--- src/rtl/ps2_pkg.sv ---
// Shared PS/2 definitions: transmitter state codes, frame size and the parity helper.
package ps2_pkg;

    typedef logic [2:0] ps2_state_t;

    localparam ps2_state_t ST_IDLE      = 3'd0;
    localparam ps2_state_t ST_INHIBIT   = 3'd1;
    localparam ps2_state_t ST_REQ       = 3'd2;
    localparam ps2_state_t ST_BITS      = 3'd3;
    localparam ps2_state_t ST_ACK       = 3'd4;
    localparam ps2_state_t ST_WAIT_IDLE = 3'd5;

    localparam int unsigned PS2_FRAME_BITS = 10;

    // Odd parity: the returned bit makes the total count of ones in byte+parity odd.
    function automatic logic odd_parity(input logic [7:0] b);
        return ~^b;
    endfunction

endpackage

--- src/rtl/ps2_fall_detect.sv ---
// Registered falling-edge detector on a debounced PS/2 clock level.
module ps2_fall_detect (
    input  logic clk,
    input  logic rst_n,
    input  logic ps2_clk_in,
    output logic fall
);

    logic clk_prev_q;

    // Resets high so a line that is already low out of reset is not seen as an edge.
    always_ff @(posedge clk or negedge rst_n) begin
        if (!rst_n) begin
            clk_prev_q <= 1'b1;
        end else begin
            clk_prev_q <= ps2_clk_in;
        end
    end

    assign fall = clk_prev_q & ~ps2_clk_in;

endmodule

--- src/rtl/ps2_host_tx.sv ---
// Host-to-device PS/2 transmitter: inhibit, request-to-send, 10 clocked bits, ACK check.
module ps2_host_tx
    import ps2_pkg::*;
#(
    parameter int unsigned INHIBIT_CYCLES = 12000,
    parameter int unsigned TIMEOUT_CYCLES = 2000000
) (
    input  logic       clk,
    input  logic       rst_n,
    input  logic [7:0] tx_data,
    input  logic       tx_valid,
    output logic       tx_ready,
    input  logic       ps2_clk_in,
    input  logic       ps2_data_in,
    output logic       ps2_clk_oe,
    output logic       ps2_data_oe,
    output logic       busy,
    output logic       tx_done,
    output logic       tx_err
);

    localparam int unsigned MAX_CYCLES = (INHIBIT_CYCLES > TIMEOUT_CYCLES) ?
                                         INHIBIT_CYCLES : TIMEOUT_CYCLES;
    localparam int unsigned CNT_W      = $clog2(MAX_CYCLES + 1);

    localparam logic [CNT_W-1:0] INH_LAST = CNT_W'(INHIBIT_CYCLES - 1);
    localparam logic [CNT_W-1:0] TMO_LAST = CNT_W'(TIMEOUT_CYCLES - 1);

    ps2_state_t                state_q, state_d;
    logic [CNT_W-1:0]          cnt_q, cnt_d, cnt_inc;
    logic [PS2_FRAME_BITS-1:0] frame_q, frame_d;
    logic [3:0]                bit_cnt_q, bit_cnt_d;
    logic                      ack_q, ack_d;
    logic                      clk_oe_q, clk_oe_d;
    logic                      data_oe_q, data_oe_d;
    logic                      done_q, done_d;
    logic                      err_q, err_d;
    logic                      fall;
    logic                      on_link;

    ps2_fall_detect u_fall (
        .clk        (clk),
        .rst_n      (rst_n),
        .ps2_clk_in (ps2_clk_in),
        .fall       (fall)
    );

    assign cnt_inc = (cnt_q == '1) ? cnt_q : cnt_q + CNT_W'(1);

    // Device-clocked phases are guarded by the timeout, except while a result pulse is out.
    assign on_link = (state_q inside {ST_REQ, ST_BITS, ST_ACK, ST_WAIT_IDLE}) &&
                     !(done_q || err_q);

    always_comb begin
        state_d   = state_q;
        cnt_d     = cnt_q;
        frame_d   = frame_q;
        bit_cnt_d = bit_cnt_q;
        ack_d     = ack_q;
        clk_oe_d  = clk_oe_q;
        data_oe_d = data_oe_q;
        done_d    = 1'b0;
        err_d     = 1'b0;

        case (state_q)
            ST_IDLE: begin
                clk_oe_d  = 1'b0;
                data_oe_d = 1'b0;
                if (tx_valid) begin
                    frame_d   = {1'b1, odd_parity(tx_data), tx_data};
                    cnt_d     = '0;
                    bit_cnt_d = '0;
                    ack_d     = 1'b0;
                    clk_oe_d  = 1'b1;
                    state_d   = ST_INHIBIT;
                end
            end
            ST_INHIBIT: begin
                if (cnt_q == INH_LAST) begin
                    clk_oe_d  = 1'b0;
                    data_oe_d = 1'b1;
                    cnt_d     = '0;
                    state_d   = ST_REQ;
                end else begin
                    cnt_d = cnt_inc;
                end
            end
            ST_REQ, ST_BITS: begin
                if (fall) begin
                    data_oe_d = ~frame_q[0];
                    frame_d   = {1'b0, frame_q[PS2_FRAME_BITS-1:1]};
                    bit_cnt_d = bit_cnt_q + 4'd1;
                    state_d   = (bit_cnt_q == 4'd9) ? ST_ACK : ST_BITS;
                end
            end
            ST_ACK: begin
                if (fall) begin
                    ack_d   = ~ps2_data_in;
                    state_d = ST_WAIT_IDLE;
                end
            end
            ST_WAIT_IDLE: begin
                // Stay one extra cycle so tx_ready rises after the pulse, not with it.
                if (done_q || err_q) begin
                    state_d = ST_IDLE;
                end else if (ps2_clk_in && ps2_data_in) begin
                    done_d = ack_q;
                    err_d  = ~ack_q;
                end
            end
            default: state_d = ST_IDLE;
        endcase

        if (on_link) begin
            if (fall) begin
                cnt_d = '0;
            end else if (cnt_q == TMO_LAST) begin
                clk_oe_d  = 1'b0;
                data_oe_d = 1'b0;
                done_d    = 1'b0;
                err_d     = 1'b1;
                state_d   = ST_WAIT_IDLE;
            end else begin
                cnt_d = cnt_inc;
            end
        end
    end

    always_ff @(posedge clk or negedge rst_n) begin
        if (!rst_n) begin
            state_q   <= ST_IDLE;
            cnt_q     <= '0;
            frame_q   <= '0;
            bit_cnt_q <= '0;
            ack_q     <= 1'b0;
            clk_oe_q  <= 1'b0;
            data_oe_q <= 1'b0;
            done_q    <= 1'b0;
            err_q     <= 1'b0;
        end else begin
            state_q   <= state_d;
            cnt_q     <= cnt_d;
            frame_q   <= frame_d;
            bit_cnt_q <= bit_cnt_d;
            ack_q     <= ack_d;
            clk_oe_q  <= clk_oe_d;
            data_oe_q <= data_oe_d;
            done_q    <= done_d;
            err_q     <= err_d;
        end
    end

    assign tx_ready    = (state_q == ST_IDLE);
    assign busy        = ~tx_ready;
    assign ps2_clk_oe  = clk_oe_q;
    assign ps2_data_oe = data_oe_q;
    assign tx_done     = done_q;
    assign tx_err      = err_q;

endmodule

--- config.mk ---
export PLATFORM = sky130hd
export DESIGN_NAME = ps2_host_tx
export DESIGN_NICKNAME = d
export VERILOG_FILES = /design/src/rtl/ps2_pkg.sv /design/src/rtl/ps2_fall_detect.sv /design/src/rtl/ps2_host_tx.sv
export SDC_FILE = /design/constraint.sdc
export NUM_CORES = 1
export LEC_CHECK = 0
export ABC_AREA = 1
export ABC_CLOCK_PERIOD_IN_PS = 5060
export BUFFER_PORTS_ARGS = -buffer_cell sky130_fd_sc_hd__buf_2
export CAP_MARGIN = 20
export CORE_UTILIZATION = 40
export DETAILED_ROUTE_END_ITERATION = 6
export SETUP_SLACK_MARGIN = 0.15
export SLEW_MARGIN = 20
export SYNTH_ARGS = -nofsm -noshare
export SYNTH_HDL_FRONTEND = slang
export SYNTH_SLANG_ARGS = --single-unit
--- constraint.sdc ---
create_clock -name clk -period 5.06 [get_ports clk]
set_input_delay 0.253 -clock clk [delete_from_list [all_inputs] [get_ports clk]]
set_output_delay 0.253 -clock clk [all_outputs]
set_load 0.005 [all_outputs]
==> out/metrics.cfg <==
[worst_setup_path]
crit_required_ns = 5.30
r2r_cells = 10
worstPathArrival_ns = 3.13
cp-startpoint = state_q[2]
crit_path_end_kind = flip-flop
path_cells = inv_1, ha_1, nand2_1, nor2_2, nand4_1, nand2_1, nand2_1, inv_1, nor2_1, nor2_1
slowest_stage = nor2_2
path_common_cell = nand2_1
rr_endpoint = cnt_q[9]
slowest_delay_ns = 0.75
cp_max_fo = 24
critPathKind = flip-flop to flip-flop
r2r-start = state_q[2]
r2r_setup_slack_ns = 2.17
critPathLaunchType = flip-flop

[clock_tree]
ctsResizeCount = 0
cts_buffers = 5
cts.clk_slew.worst_paths_ns = 0.09
clkLatencyLatePin_ns = 0.30
cts-root-buf = clkbuf_8
clock_path_buffers = 2
cts_sinks = 44
h-tree-depth = 2
postCtsSetupRepairBufs = 0
cts_tree = yes

[final_layout]
finish.instance_area_mm2 = 0.00353
multi_input_area_mm2 = 0.00189
drive_gt1_frac = 0.0975
mostFrequentLayoutCells = 171 x nand2_1, 62 x nor2_1, 48 x inv_1
area_growth_pct = 8.42
diodes = 0
layout.nets = 531
final_common_cell = nand2_1
regArea_mm2 = 0.00110
fillers = 817

[routing]
wl_um = 8890
avgViaCountPerCell = 5.30
drc = 0
vias = 3257
wl_per_cell_um = 14.5
first_pass_iters = 5
drt_iter0_drc = 227
ant_nets = 0

[die]
fp.coreArea_mm2 = 0.00781
die-area_mm2 = 0.00850
die_y_um = 92.2
io_pins = 19
rows = 32
start_util = 0.417
die_w_um = 92.2

[power]
p_per_area_mw_per_mm2 = 364
vdd_drop_max_mv = 0.270
p_leak_uw = 0.00172
total_power_uw = 1290

[global_routing]
grt_max_degree = 45
met2_usage = 0.381
grt_util_met3 = 0.0257
antenna_found_initial = 0
grt.total_usage = 0.226
grt_overflow = 0
grtUsageMet1 = 0.300
first_global_vias = 3153
grt_pass1_wl_um = 15100
busiest_layer = met2

[logic_synthesis]
yosysWarnings = 0
synth_seq_area_share = 0.339
syn_area_mm2 = 0.00325
synth_area_leaders = dfrtp_1 33%, nand2_1 20%, nor2_1 7.2%
ys_ff_latch = 44
syn-num-nets = 515
synth_top_area_frac = 0.331
avgSynthCellArea_um2 = 6.56
synth_cell_types = 36
yosys.area.top_type = dfrtp_1
synth_cells = 496

[place]
io_buffers = 18
placed_cell_area_mm2 = 0.00340
pre_cts_slack_ns = 2.23
hpwl_um = 6590
globalplace.congestion = 0.962

[sta]
tightest_slew_ns = 0.899
tns_ns = 0
worst_slack_ns = 2.17
finalHoldViolations = 0
period_share = 0.572
grt_setup_unrepaired = false
finalSetupViolations = 0
slew_violations = 0
clock.fmax_mhz = 346
slew_headroom = 0.400
fin_skew_ns = 0.00515
fin_crit_ns = 2.89

[min_path]
hold_start = ps2_clk_in
min_to = u_fall.clk_prev_q
hold_path_class = input port to flip-flop
whs_path_depth = 1

[outcome]
status = completed

[run]
maxCapViolations = 0

==> synth_stat cells (all sizes together) <==
library cell / count
xnor2: 7
dfrtp: 43
clkinv: 2
nand2: 182
o21ai: 21
and2: 1
nor3: 7
or2: 2
a31oi: 9
o22ai: 3
nand3b: 4
clkbuf: 2
o211ai: 1
nor2: 68
nand3: 44
buf: 8
ha: 6
nand4: 9
o31ai: 1
a21oi: 14
o21bai: 2
inv: 49
xor2: 8
a211oi: 1
dfstp: 1
nor3b: 1
==> worst max-delay path by stage <==
| stage | end | slack (ns) | cells past startpoint |
|---|---|---|---|
| 2_1_floorplan | cnt_q[9] | 3.34 | 10 |
| 3_3_place_gp | cnt_q[9] | 2.34 | 10 |
| 3_5_place_dp | cnt_q[9] | 2.23 | 10 |
| 4_1_cts | cnt_q[9] | 2.19 | 10 |
| 5_1_grt | cnt_q[2] | 1.90 | 10 |
| 6_report | cnt_q[9] | 2.17 | 10 |
==> final cells by class <==
| type | instances | area share |
|---|---|---|
| clock buffer | 5 | 0.0195 |
| clock inverter | 3 | 0.0121 |
| inverter | 51 | 0.0543 |
| multi-input combinational | 391 | 0.537 |
| sequential | 44 | 0.312 |
| tap | 102 | 0.0362 |
| timing repair buffer | 19 | 0.0291 |
==> stage by stage <==
| step | hold WS (ns) | utilization | std cells |
|---|---|---|---|
| final | 0.0599 | 0.452 | 615 |
| after global routing | 0.0527 | 0.452 | 615 |
| after CTS | 0.0607 | 0.450 | 614 |
| after detailed placement | 0.385 | 0.436 | 606 |
| after global placement | 0.384 | 0.436 | 606 |
| after floorplan | -0.0426 | - | 496 |
==> worst max-delay path, delay by kind of cell (launching register included) <==
kind	cells	cell delay, ns
DFF	1	0.43
adders and majority gates	1	0.29
and+or+nand+nor	7	1.86
buffers and inverters	2	0.25
==> what timing repair did <==
item / CTS / global route
hold buffers: 0 / 1
endpoints found under the hold margin: 0 / 43
endpoints found under the setup margin: 0 / 0
==> cell families (layout without fill, tap and decap cells) <==
kind of cell             Yosys count  in the layout  synth area share
AO/OA/AOI/OAI                     52             52            0.0884
XOR/XNOR                          15             15            0.0404
adder cells (fa/ha/maj)            6              6            0.0231
buffers and inverters             61             78            0.0796
flip-flops                        44             44             0.339
AND/OR/NAND/NOR                  318            318             0.430
==> power by group <==
part | total (µW) | switching [µW] | internal, µW
registers | 487 | 64.0 | 423
logic | 520 | 371 | 150
clock network | 278 | 131 | 146
total | 1290 | 566 | 719
==> per-layer routing <==
metal	part of all wire	wire [µm]	vias to the layer above
met3	0.052	464	12
li1	-	-	1610
met1	0.46	4120	1525
met4	0.017	153	0
met2	0.47	4150	110
met5	0	0	-
==> state kept, by name (all words and copies together) (netlist names) <==
name / flops
frame_q: 10
state_q: 3
bit_cnt_q: 4
tx_done: 1
ps2_clk_oe: 1
ps2_data_oe: 1
u_fall.clk_prev_q: 1
cnt_q: 21
tx_err: 1
ack_q: 1
Note: power is estimated with default switching activity, not from simulation.
